$ cat src/rtl/sprite_plotter.sv
// sprite_plotter: latches one object's position/alive, raster-plots its rectangle, then pulses done.
// Ports: clk, resetn, enable, draw_sel, pos_x, pos_y, alive in; x_out, y_out, colour, plot, done out.
module sprite_plotter #(
  parameter int SCREEN_W = 160,
  parameter int SCREEN_H = 120,
  parameter int SHIP_W = 8,
  parameter int SHIP_H = 8,
  parameter int BULLET_W = 2,
  parameter int BULLET_H = 4,
  parameter logic [2:0] PLAYER_COLOUR = 3'b010,
  parameter logic [2:0] ENEMY_COLOUR = 3'b100,
  parameter logic [2:0] BULLET_COLOUR = 3'b111
) (
  input  logic        clk,
  input  logic        resetn,
  input  logic        enable,
  input  logic [3:0]  draw_sel,
  input  logic [47:0] pos_x,
  input  logic [41:0] pos_y,
  input  logic [5:0]  alive,
  output logic [7:0]  x_out,
  output logic [6:0]  y_out,
  output logic [2:0]  colour,
  output logic        plot,
  output logic        done
);

  typedef enum logic [1:0] {
    IDLE,
    LOAD,
    PLOT,
    DONE
  } state_t;

  state_t      state_q, state_d;
  logic [7:0]  bx_q, bx_d;
  logic [6:0]  by_q, by_d;
  logic [3:0]  w_q, w_d;
  logic [3:0]  h_q, h_d;
  logic [2:0]  col_q, col_d;
  logic [3:0]  cx_q, cx_d;
  logic [3:0]  cy_q, cy_d;

  logic [7:0]  sel_x;
  logic [6:0]  sel_y;
  logic        sel_alive;
  logic [3:0]  sel_w;
  logic [3:0]  sel_h;
  logic [2:0]  sel_col;
  logic [8:0]  sum_x;
  logic [7:0]  sum_y;
  logic        in_bounds;
  logic        is_plot;

  always_comb begin
    sel_x = '0;
    sel_y = '0;
    sel_alive = 1'b0;
    for (int k = 0; k < 6; k++) begin
      if (draw_sel == 4'(k)) begin
        sel_x = pos_x[8*k +: 8];
        sel_y = pos_y[7*k +: 7];
        sel_alive = alive[k];
      end
    end
  end

  always_comb begin
    sel_w = 4'(SHIP_W);
    sel_h = 4'(SHIP_H);
    sel_col = ENEMY_COLOUR;
    unique case (1'b1)
      (draw_sel == 4'd0): sel_col = PLAYER_COLOUR;
      (draw_sel == 4'd5): begin
        sel_w = 4'(BULLET_W);
        sel_h = 4'(BULLET_H);
        sel_col = BULLET_COLOUR;
      end
      default: ;
    endcase
  end

  always_comb begin
    state_d = state_q;
    bx_d = bx_q;
    by_d = by_q;
    w_d = w_q;
    h_d = h_q;
    col_d = col_q;
    cx_d = cx_q;
    cy_d = cy_q;
    unique case (state_q)
      IDLE: begin
        if (enable) state_d = LOAD;
      end
      LOAD: begin
        bx_d = sel_x;
        by_d = sel_y;
        w_d = sel_w;
        h_d = sel_h;
        col_d = sel_alive ? sel_col : 3'b000;
        cx_d = '0;
        cy_d = '0;
        state_d = (draw_sel > 4'd5) ? DONE : PLOT;
      end
      PLOT: begin
        if (cx_q == w_q - 4'd1) begin
          cx_d = '0;
          if (cy_q == h_q - 4'd1) begin
            state_d = DONE;
          end else begin
            cy_d = cy_q + 4'd1;
          end
        end else begin
          cx_d = cx_q + 4'd1;
        end
      end
      DONE: begin
        state_d = enable ? LOAD : IDLE;
      end
      default: state_d = IDLE;
    endcase
  end

  always_ff @(posedge clk or negedge resetn) begin
    if (!resetn) begin
      state_q <= IDLE;
      bx_q <= '0;
      by_q <= '0;
      w_q <= '0;
      h_q <= '0;
      col_q <= '0;
      cx_q <= '0;
      cy_q <= '0;
    end else begin
      state_q <= state_d;
      bx_q <= bx_d;
      by_q <= by_d;
      w_q <= w_d;
      h_q <= h_d;
      col_q <= col_d;
      cx_q <= cx_d;
      cy_q <= cy_d;
    end
  end

  // Outputs decode registered state only; off-screen pixels still consume a cycle.
  assign sum_x = {1'b0, bx_q} + {5'b0, cx_q};
  assign sum_y = {1'b0, by_q} + {4'b0, cy_q};
  assign in_bounds = (sum_x < 9'(SCREEN_W)) && (sum_y < 8'(SCREEN_H));
  assign is_plot = (state_q == PLOT);

  assign plot = is_plot && in_bounds;
  assign x_out = is_plot ? sum_x[7:0] : '0;
  assign y_out = is_plot ? sum_y[6:0] : '0;
  assign colour = is_plot ? col_q : '0;
  assign done = (state_q == DONE);

endmodule

$ cat config.mk
export PLATFORM = sky130hd
export DESIGN_NAME = sprite_plotter
export DESIGN_NICKNAME = d
export VERILOG_FILES = /design/src/rtl/sprite_plotter.sv
export SDC_FILE = /design/constraint.sdc
export NUM_CORES = 1
export LEC_CHECK = 0
export CORE_ASPECT_RATIO = 1.4
export CORE_MARGIN = 2
export CORE_UTILIZATION = 23
export DETAILED_ROUTE_END_ITERATION = 10
export HOLD_SLACK_MARGIN = 0.03
export SLEW_MARGIN = 40
export SYNTH_ARGS = -nofsm -noshare
export SYNTH_HDL_FRONTEND = slang
export SYNTH_SLANG_ARGS = --single-unit
export TNS_END_PERCENT = 20
$ cat constraint.sdc
create_clock -name clk -period 5.78 [get_ports clk]
set_input_delay 0.867 -clock clk [delete_from_list [all_inputs] [get_ports clk]]
set_output_delay 0.867 -clock clk [all_outputs]
set_load 0.01 [all_outputs]
== Word-level counts from Yosys, hierarchy flattened ==
Index checks and enable logic that the tools add are counted.

* Bitwise logic cells: 0
* Add/sub/neg operators: 6
* Muxes and demuxes: 36
* Shift operators: 0
* Multiply operators: 0
* $lt $le $gt $ge: 3
* Div/mod/pow operators: 0
* Reduce and logical (&&, ||, !) cells: 7
* Equality and inequality tests: 14

{| class="wikitable"
|+ Operators by type and width
! kind !! count
|-
| $mux W8 || 7
|-
| $mux W7 || 7
|-
| $mux W4 || 5
|-
| $pmux W4 S2 || 2
|-
| $add A8 B4 Y9 || 1
|-
| $lt A9 B8 Y1 const B || 1
|-
| $add A4 B1 Y4 const B || 2
|-
| $add A7 B4 Y8 || 1
|-
| $eq A4 B2 Y1 const B || 2
|-
| $eq A4 B3 Y1 const B || 2
|-
| $eq A4 B4 Y1 || 2
|-
| $lt A8 B7 Y1 const B || 1
|-
| $mux W1 || 8
|-
| $pmux W2 S4 || 1
|-
| $sub A4 B1 Y4 const B || 2
|-
| $mux W2 || 3
|-
| $mux W3 || 2
|-
| $pmux W3 S2 || 1
|-
| $reduce_and A3 Y1 || 2
|-
| $eq A2 B2 Y1 const B || 2
|-
| $eq A4 B1 Y1 const B || 1
|-
| $gt A4 B3 Y1 const B || 1
|-
| $logic_not A4 Y1 || 1
|-
| $ne A2 B1 Y1 const B || 2
|-
| 5 further kinds || 7
|}

* Latch bits: 0
* Input bits: 103
* Bits in writable memories: 0
* Memories kept: 0
* Flip-flop bits (word level): 36
* Output and inout bits: 20
* Memory bits (read-only): 0
* Logic and storage cells: 74

== Longest topological paths before layout ==
Gate-level depths: netlist (run 1).

* Word-level depth: 8
* Mapped depth: 7
* Depth with buffers taken out: 7

== Least setup slack after synthesis (run 1) ==
OpenSTA, ideal clock, no wires.

* Kind: register to output
* Start point: reg cx_q[0]
* End point: out plot
* Arrival time: 1,903 ps
* Data required time: 4,913 ps
* Stages on the path, launching flop included: 7
* Buffers on the path: 0
* Setup slack: 3,010 ps
* Cell sequence: dfrtp_1 -> ha_1 -> fa_1 -> a211o_1 -> o211a_1 -> o311a_1 -> and3_1

* Word-level cells in the longest chain between the ends: 4

{| class="wikitable"
|+ RTL lines
! item !! RTL line !! text
|-
| from (decl) || 41 || <nowiki>logic [3:0] cx_q, cx_d;</nowiki>
|-
| from (signal assigned) || 133 || <nowiki>cx_q <= '0;</nowiki>
|-
| from (signal assigned) || 142 || <nowiki>cx_q <= cx_d;</nowiki>
|-
| $add A8 B4 Y9 || 148 || <nowiki>assign sum_x = {1'b0, bx_q} + {5'b0, cx_q};</nowiki>
|-
| $lt A9 B8 Y1 || 150 || <nowiki>assign in_bounds = (sum_x < 9'(SCREEN_W)) && (sum_y < 8'(SCREEN_H));</nowiki>
|-
| $logic_and A1 B1 Y1 || 150 ||
|-
| $logic_and A1 B1 Y1 || 153 || <nowiki>assign plot = is_plot && in_bounds;</nowiki>
|-
| to (decl) || 24 || <nowiki>output logic plot,</nowiki>
|}

Every way passes these cells.

== Worst setup path after layout (run 1) ==
Same ends and word-level chain as after synthesis.

==> impl_metrics.tcl, run 1 <==
set metrics [dict create \
    sequentialPowerShare 0.300 \
    drive_gt1_frac 0.0890 \
    grt_antenna_before_repair 0 \
    path_clk_slew_ns 0.05 \
    power.share.combinational 0.468 \
    combined_global_route_utilization_of_all_metal_layers 0.131 \
    synth_top_area_frac 0.290 \
    clock_skew_ns 0.00527 \
    wire_per_inst_microns 15.2 \
    cts-buffers-inserted 5 \
    detailedRoute.firstIterationViolations 68 \
    power_per_cell_area_mw_per_mm2 269 \
    tightestPinTransition_ns 0.705 \
    grt_overflow_total 0 \
    first_pass_grt_wire_length_mm 12.7 \
    timing.setup.tns_ns 0 \
    area_share_of_xor_xnor_cells_in_the_synthesized_design 0.0508 \
    core_sq_mm 0.0109 \
    synthesis.area_per_instance_sq_um 9.69 \
    total_switching_power_uw 416 \
    fin_worst_hold_slack_ns 0.532 \
    cts_setup_buffers 0 \
    setup_repair_after_global_routing_missed_its_margin "false" \
    initial_utilization 0.237 \
    antenna_cells_inserted 0 \
    num_vias 2568 \
    synth.yosys.seq_area_share 0.290 \
    yosys-mux-area-fraction 0.151 \
    report.final.hold_viol_count 0 \
    power.share.clock 0.232 \
    synth_simple_gate_area_frac 0.147 \
    core.rowCount 45 \
    place_area_sq_mm 0.00394 \
    min_period_over_period 0.646 \
    drv_slew 0 \
    post_synthesis_async_set_or_reset_flop_share 1.00 \
    routabilityCongestion 0.880 \
    commonest_cells_after_routing_fill_and_taps_aside "clkdlybuf4s50_1 (121), dfrtp_1 (30), a22oi_1 (28), o21ai_0 (19), and2_1 (18)" \
    internal_power_uw 683 \
    synth_top_family_by_area "compound AO/OA/AOI/OAI gates" \
    synth.lib_cells_used.distinct 44 \
    cp-end-kind "primary output" \
    drc 0 \
    io_buffers 122 \
    critical_setup_path_class "flop to primary output" \
    yosys_warnings 0 \
    static_leakage_uw 0.00164 \
    synth_adder_area_share 0.0880 \
    final_design_area_no_fill_sq_mm 0.00408 \
    timing.slew.headroom 0.530 \
    run_status "finished clean" \
    netSwitchingFraction 0.378 \
    clock-root-buffer "clkbuf_16" \
    nFillCells 1119 \
    die_area_sq_mm 0.0121 \
    synthesis.nets 387 \
    clk_latency_ns 0.28 \
    grt_start_max_net_pins 31 \
    critical_path_arrival_ns 2.86 \
    detail_route.vias_per_cell 4.91 \
    io-pin-count 123 \
    drt.antenna.violating_nets 0 \
    hpwl_mm 6.58 \
    clock_tree_from_tritoncts "yes" \
    placed_cells_incl_taps 515 \
    period_minus_slack_ns 3.73 \
    peakVddDrop_v 0.0000987 \
    synth_edf_count 0 \
    area_growth_pct 57.6 \
    post_synthesis_instance_area_sq_mm 0.00259 \
    synth_area_leaders "dfrtp_1 (29%), mux4_2 (13%), a22oi_1 (8.1%)" \
    crit_required_ns 4.91 \
    drt-total-wl_mm 7.93 \
    most_common_library_cell_in_the_layout_ignoring_fill_and_taps "clkdlybuf4s50_1" \
    hold_bufs_at_cts 0 \
    yosys_most_used_dff "dfrtp_1" \
    final_net_count 501 \
    drtPass1Iterations 4 \
    cts_max_level 2 \
    critical_path.max_fanout 5 \
    max_cap_violations 0 \
    start_kind "flop" \
    numClockSinks 30 \
    final_critical_path_setup_slack_ns 2.05 \
    maxClockFrequency_mhz 268 \
    number_of_buffers_on_the_longest_clock_path 2 \
    layout.cells.non_filler 523 \
    hp-class "flop to flop" \
    synth_compound_gate_area_share 0.230 \
    first_global_vias 2701 \
    setup_violations 0 \
    postSynthRegisterBits 30 \
    die_y_microns 129 \
    detailedPlace.worstSlack_ns 2.34 \
    syn_inst 267 \
    netlist.top_cell.by_area "dfrtp_1" \
    ctsResizeCount 0 \
    die_w_microns 93.6 \
]
[per-stage QoR]
| stage | total power, uW | utilization |
|---|---|---|
| final | 1100 | 0.373 |
| after global routing | 1180 | 0.373 |
| after detailed placement | 849 | 0.360 |
| after floorplan | 628 | - |
| after CTS | 1110 | 0.374 |
| after global placement | 833 | 0.360 |
[logic make-up after synthesis]
| group | count (synthesis) |
|---|---|
| DFF | 30 |
| xor gates and xnor gates | 15 |
| and+or+nand+nor | 71 |
| AOI/OAI and AO/OA | 86 |
| muxes | 20 |
| adders and majority gates | 17 |
| buffers and inverters | 28 |
[cell usage after synthesis, types with 2 or more instances]
master / instances
a21o_1: 2
a21oi_1: 10
a22oi_1: 28
and2_1: 18
and3_1: 2
buf_2: 7
clkbuf_1: 10
dfrtp_1: 30
fa_1: 2
ha_1: 15
inv_1: 11
mux2_2: 2
mux2i_1: 3
mux4_2: 15
nand2_1: 16
nand2b_1: 2
nand3_1: 12
nand4b_1: 2
nor2_1: 8
nor2b_1: 3
nor3_1: 2
nor3b_1: 2
o211ai_1: 4
o21a_1: 3
o21ai_0: 19
o221ai_1: 5
o22ai_1: 4
xnor2_1: 6
xor2_1: 9
[sequential cells by signal (all words and copies together) (netlist names)]
signal,flops
bx_q,8
cx_q,4
h_q,2
col_q,3
cy_q,4
by_q,7
state_q,2
[worst paths after layout]
path	start	end	slack [ns]	depth (start not counted)
worst max-delay path	cx_q[0]	plot	2.05	8
worst min-delay path	col_q[0]	col_q[0]	0.53	2
worst max register to register	state_q[1]	col_q[2]	3.39	6
worst min register to register	col_q[0]	col_q[0]	0.53	2
max in group asynchronous	resetn	by_q[0]	4.49	2
min in group asynchronous	resetn	col_q[0]	1.00	2
[layer usage]
metal,up-vias,global-route usage,wire [microns]
met5,-,0,0
met3,18,0.0227,416
li1,1253,-,-
met1,1192,0.146,3070
met2,105,0.245,4210
met4,0,0.0554,229
[worst max-delay path, stage by stage, from the launching register on]
cell             delay (ns)
dfrtp_1                0.43
ha_1                   0.23
fa_1                   0.42
a211o_1                0.30
o211ai_1               0.16
o21a_1                 0.17
o311a_1                0.15
and3_1                 0.17
clkdlybuf4s50_1        0.55
[power groups by stage]
stage	Clock, uW	Sequential, uW	Combinational, uW
CTS	259	328	521
detailed placement	0	330	519
global route	266	338	571
finish	255	329	514
floorplan	0	311	318
global placement	0	328	505
[area by class of cell]
class	count	area (sq um)	share of cell area
clock inverters	3	21.3	0.00521
flip-flops and latches	30	751	0.184
repair buffers	124	1230	0.302
multi-input cells	209	1730	0.425
well taps	141	176	0.0433
clock buffers	5	125	0.0307
inverters	11	41.3	0.0101
Power figures use the tool's default switching activity.
==> run 2: changes to the inputs <==
- clock period: 5.78 -> 3.5 ns (I/O delays scaled with it)
==> run 2 against run 1 <==
Critical path depth unchanged. Power grew 67%. Via count about the same. Sequential cell count unchanged. Non-clock buffer count is 5 higher. Die area is the same. Largest cell class unchanged. Largest power group unchanged.
==> impl_metrics.tcl, run 2 (synthesis results as in run 1) <==
set metrics [dict create \
    met1_usage 0.147 \
    die_area_sq_mm 0.0121 \
    top_regs "bx_q (8), by_q (7)" \
    timing.rr.end "bx_q[7]" \
    antenna_cells_inserted 0 \
    timing.setup.tns_ns 0 \
    cts_setup_buffers 0 \
    regMostFlops "bx_q" \
    io-pin-count 123 \
    wire_per_inst_microns 15.1 \
    hold_bufs_at_cts 0 \
    initial_utilization 0.237 \
    run_status "finished clean" \
    drt.antenna.violating_nets 0 \
    cp-end-kind "primary output" \
    netSwitchingFraction 0.372 \
    crit_required_ns 2.97 \
    detail_route.vias_per_cell 4.86 \
    cts_max_level 2 \
    grt_antenna_before_repair 0 \
    hold_path_end "by_q[0]" \
    setup_repair_after_global_routing_missed_its_margin "false" \
    power.share.combinational 0.468 \
    area_growth_pct 59.3 \
    flip_flop_count_of_the_largest_register_after_layout 8 \
    grt.met2_usage 0.251 \
    reg2reg_depth 8 \
    first_global_vias 2718 \
    hp-class "flop to flop" \
    hpwl_mm 6.74 \
    worstHoldStart "by_q[0]" \
    period_minus_slack_ns 3.32 \
    min_period_over_period 0.947 \
    report.final.hold_viol_count 0 \
    combined_global_route_utilization_of_all_metal_layers 0.136 \
    tightestPinTransition_ns 0.627 \
    grt-busiest-layer "met2" \
    ctsResizeCount 0 \
    max_cap_violations 0 \
    maxClockFrequency_mhz 302 \
    timing.slew.headroom 0.581 \
    met3_usage 0.0297 \
    cts-buffers-inserted 5 \
    whs_path_depth 2 \
    ff2ff_setup_slack_ns 1.51 \
    io_buffers 122 \
    worst_r2r_startpoint "state_q[1]" \
    most_common_library_cell_in_the_layout_ignoring_fill_and_taps "clkdlybuf4s50_1" \
    final_net_count 506 \
    detailedPlace.worstSlack_ns 0.472 \
    total_switching_power_uw 683 \
    first_pass_grt_wire_length_mm 12.8 \
    setup_violations 0 \
    clock_skew_ns 0.00469 \
    grt_start_max_net_pins 31 \
    number_of_buffers_on_the_longest_clock_path 2 \
    drc 0 \
    grt_overflow_total 0 \
    start_kind "flop" \
    static_leakage_uw 0.00167 \
    clock-root-buffer "clkbuf_16" \
    numClockSinks 30 \
    drv_slew 0 \
    detailedRoute.firstIterationViolations 153 \
    drt-total-wl_mm 7.96 \
    die_w_microns 93.6 \
    critical_path_arrival_ns 2.79 \
    power.share.clock 0.235 \
    drive_gt1_frac 0.0930 \
    die_y_microns 129 \
    internal_power_uw 1160 \
    core.rowCount 45 \
    clock_tree_from_tritoncts "yes" \
    path_clk_slew_ns 0.05 \
    clk_latency_ns 0.28 \
    routabilityCongestion 0.840 \
    drtPass1Iterations 4 \
    commonest_cells_after_routing_fill_and_taps_aside "clkdlybuf4s50_1 (122), dfrtp_1 (30), a22oi_1 (28), o21ai_0 (19), and2_1 (18)" \
    sequentialPowerShare 0.297 \
    num_vias 2566 \
    power_per_cell_area_mw_per_mm2 446 \
    peakVddDrop_v 0.000159 \
    final_critical_path_setup_slack_ns 0.184 \
    critical_path.max_fanout 5 \
    layout.cells.non_filler 528 \
    core_sq_mm 0.0109 \
    critical_setup_path_class "flop to primary output" \
    placed_cells_incl_taps 520 \
]
## run 2: changes by cell type in the layout (fill, tap and decap cells not counted)
cell,previous run,this run
clkbuf_8,0,1
clkdlybuf4s50_1,121,122
nor2_2,3,2
buf_4,2,7
nor2_1,5,6
ha_2,1,0
ha_1,14,15
buf_2,1,0
clkinv_4,1,0
## run 2: worst max-delay path by stage
stage / from / end / slack (ns)
2_1_floorplan: cx_q[0] / plot / 1.07
3_3_place_gp: cx_q[0] / plot / 0.51
3_5_place_dp: cx_q[0] / plot / 0.47
4_1_cts: cx_q[0] / plot / 0.17
5_1_grt: cx_q[0] / plot / 0.02
6_report: cx_q[0] / plot / 0.18
## run 2: layout make-up
cell class | count | area (sq um)
Fill cell | 1132 | 6800
Clock inverter | 2 | 12.5
Multi-Input combinational cell | 209 | 1730
Tap cell | 141 | 176
Clock buffer | 6 | 139
Sequential cell | 30 | 751
Inverter | 11 | 41.3
Timing Repair Buffer | 129 | 1270
## run 2: worst max-delay path, stage by stage (launching register included)
cell	delay, ns
dfrtp_1	0.41
ha_1	0.23
fa_1	0.43
a211o_1	0.30
o211ai_1	0.15
o21a_1	0.17
o311a_1	0.14
and3_1	0.15
clkdlybuf4s50_1	0.53
## run 2: power by group through the flow
stage | sequential, uW | combinational, uW | clock (uW)
after floorplan | 513 | 525 | 0
after global placement | 545 | 859 | 0
after detailed placement | 551 | 873 | 0
after CTS | 546 | 875 | 444
after global routing | 565 | 970 | 465
final | 546 | 859 | 433
## run 2: per-stage QoR
step	total power (uW)	cell area (sq um)	hold slack, ns	util
after global routing	2000	4120	0.559	0.377
final	1840	4120	0.521	0.377
after detailed placement	1420	3970	0.519	0.363
after CTS	1860	4120	0.531	0.377
after floorplan	1040	2590	0.229	-
after global placement	1400	3970	0.517	0.363
## run 2: routing by layer
metal	wire length (microns)	share of wire
met1	3110	0.39
met2	4170	0.52
met3	473	0.059
met4	210	0.026
met5	0	0
==> run 3: changes to the inputs <==
- clock period: 3.5 -> 4.2 ns (I/O delays scaled with it)
==> run 3 against run 2 <==
Worst setup slack better by 0.60 ns. Critical path depth stayed put. First-iteration DRC count is 63% lower. Power is 17% lower. Sequential share of layout area is 0.072 points higher. Utilization is 0.15 points lower. Register-to-register slack better by 0.73 ns. Worst hold slack better by 0.011 ns. Combinational power is 17% lower. Clock skew is 0.0018 ns lower. Clock power is 17% lower. Critical path type unchanged. Critical endpoint unchanged. Largest cell class unchanged.
==> impl_metrics.tcl, run 3 (synthesis results as in run 1) <==
set metrics [dict create \
    run_status "finished clean" \
    placed_cells_incl_taps 519 \
    report.final.hold_viol_count 0 \
    hold_bufs_at_cts 0 \
    critical_path.max_fanout 5 \
    grt_antenna_before_repair 0 \
    first_global_vias 2684 \
    cts-buffers-inserted 5 \
    cp_num_buf_inv 1 \
    drc 0 \
    setup_violations 0 \
    worst_r2r_startpoint "state_q[1]" \
    detailedRoute.firstIterationViolations 57 \
    final_critical_path_setup_slack_ns 0.785 \
    most_common_library_cell_in_the_layout_ignoring_fill_and_taps "clkdlybuf4s50_1" \
    timing.critical_path.from "cx_q[0]" \
    initial_utilization 0.237 \
    final_net_count 505 \
    core.rowCount 45 \
    routabilityCongestion 0.746 \
    io-pin-count 123 \
    area_growth_pct 58.7 \
    cp-end-kind "primary output" \
    combined_global_route_utilization_of_all_metal_layers 0.133 \
    final_design_area_no_fill_sq_mm 0.00411 \
    flip_flop_count_of_the_largest_register_after_layout 8 \
    drive_gt1_frac 0.0907 \
    clock_skew_ns 0.00288 \
    detail_route.vias_per_cell 4.93 \
    hpwl_mm 6.85 \
    total_power_uw 1530 \
    wire_per_inst_microns 15.4 \
    met2_wirelength_mm 4.40 \
    drt-total-wl_mm 8.13 \
    antenna_cells_inserted 0 \
    met3_routed_length_microns 513 \
    num_vias 2597 \
    peakVddDrop_v 0.000161 \
    place_area_sq_mm 0.00396 \
    detailedPlace.worstSlack_ns 1.07 \
    maxClockFrequency_mhz 293 \
    hp-class "flop to flop" \
    detail_route.wirelength.met1_mm 3.10 \
    number_of_buffers_on_the_longest_clock_path 2 \
    commonest_cells_after_routing_fill_and_taps_aside "clkdlybuf4s50_1 (121), dfrtp_1 (30), a22oi_1 (28), o21ai_0 (19), and2_1 (18)" \
    die_area_sq_mm 0.0121 \
    clock_tree_from_tritoncts "yes" \
    min_period_over_period 0.813 \
    critical_path.max_stage_delay_ns 0.54 \
    period_minus_slack_ns 3.42 \
    core_sq_mm 0.0109 \
    static_leakage_uw 0.00166 \
    timing.slew.headroom 0.554 \
    die_y_microns 129 \
    setup_repair_after_global_routing_missed_its_margin "false" \
    regMostFlops "bx_q" \
    ctsResizeCount 0 \
    cts_max_level 2 \
    crit_required_ns 3.57 \
    grt_overflow_total 0 \
    cts_setup_buffers 0 \
    critical_path.cell_chain "ha_1 > fa_1 > a211o_1 > o211ai_1 > o21a_1 > o311a_1 > and3_1 > clkdlybuf4s50_1" \
    tightestPinTransition_ns 0.668 \
    slowest_cp_cell "clkdlybuf4s50_1" \
    drtPass1Iterations 4 \
    top_regs "bx_q (8), by_q (7)" \
    path_clk_slew_ns 0.05 \
    start_kind "flop" \
    critical_setup_path_class "flop to primary output" \
    numClockSinks 30 \
    clock-root-buffer "clkbuf_16" \
    grt_start_max_net_pins 24 \
    crit_family "compound AO/OA/AOI/OAI gates" \
    worstHoldStart "by_q[3]" \
    drv_slew 0 \
    power_per_cell_area_mw_per_mm2 373 \
    timing.setup.tns_ns 0 \
    first_pass_grt_wire_length_mm 12.5 \
    top_layer "met4" \
    clk_latency_ns 0.27 \
    drt.antenna.violating_nets 0 \
    max_cap_violations 0 \
    io_buffers 122 \
    layout.cells.non_filler 527 \
    critical_path_arrival_ns 2.79 \
    die_w_microns 93.6 \
]
-- run 3: cell types whose count changed in the layout (fill, tap and decap cells not counted) --
| cell | before | now |
|---|---|---|
| buf_2 | 0 | 1 |
| clkbuf_1 | 0 | 1 |
| clkdlybuf4s50_1 | 122 | 121 |
| clkinvlp_4 | 1 | 0 |
| buf_4 | 7 | 6 |
-- run 3: through the flow --
stage / utilization / hold slack, ns
2_1_floorplan: - / 0.334
3_3_place_gp: 0.362 / 0.519
3_5_place_dp: 0.363 / 0.525
4_1_cts: 0.376 / 0.539
5_1_grt: 0.376 / 0.562
6_report: 0.376 / 0.532
-- run 3: final timing paths --
check	to	slack, ns	cells after the start
worst min-delay path	by_q[3]	0.53	2
worst max-delay path	plot	0.78	8
max in group asynchronous	by_q[1]	2.81	2
min in group asynchronous	state_q[0]	0.72	1
worst max register to register	by_q[0]	2.24	8
worst min register to register	by_q[3]	0.53	2
-- run 3: area by class of cell --
cell class / instances / area, sq um
Fill cell: 1123 / 6820
Timing Repair Buffer: 128 / 1260
Tap cell: 141 / 176
Inverter: 11 / 41.3
Clock inverter: 1 / 5.00
Sequential cell: 30 / 751
Multi-Input combinational cell: 209 / 1730
Clock buffer: 7 / 143
-- run 3: worst min-delay path, stage by stage, from the launching register on --
cell,delay (ns)
dfrtp_1,0.35
a22oi_1,0.08
o21ai_0,0.07
-- run 3: where the power goes --
group	internal [uW]	leakage, uW	switching, uW
Sequential	366	0.000396	89.9
Clock	235	0.0000739	125
Combinational	362	0.00119	352
-- run 3: layer usage --
metal | GRT usage | up-vias
met3 | 0.0326 | 8
met1 | 0.140 | 1240
met2 | 0.252 | 90
li1 | - | 1259
met5 | 0 | -
met4 | 0.0520 | 0
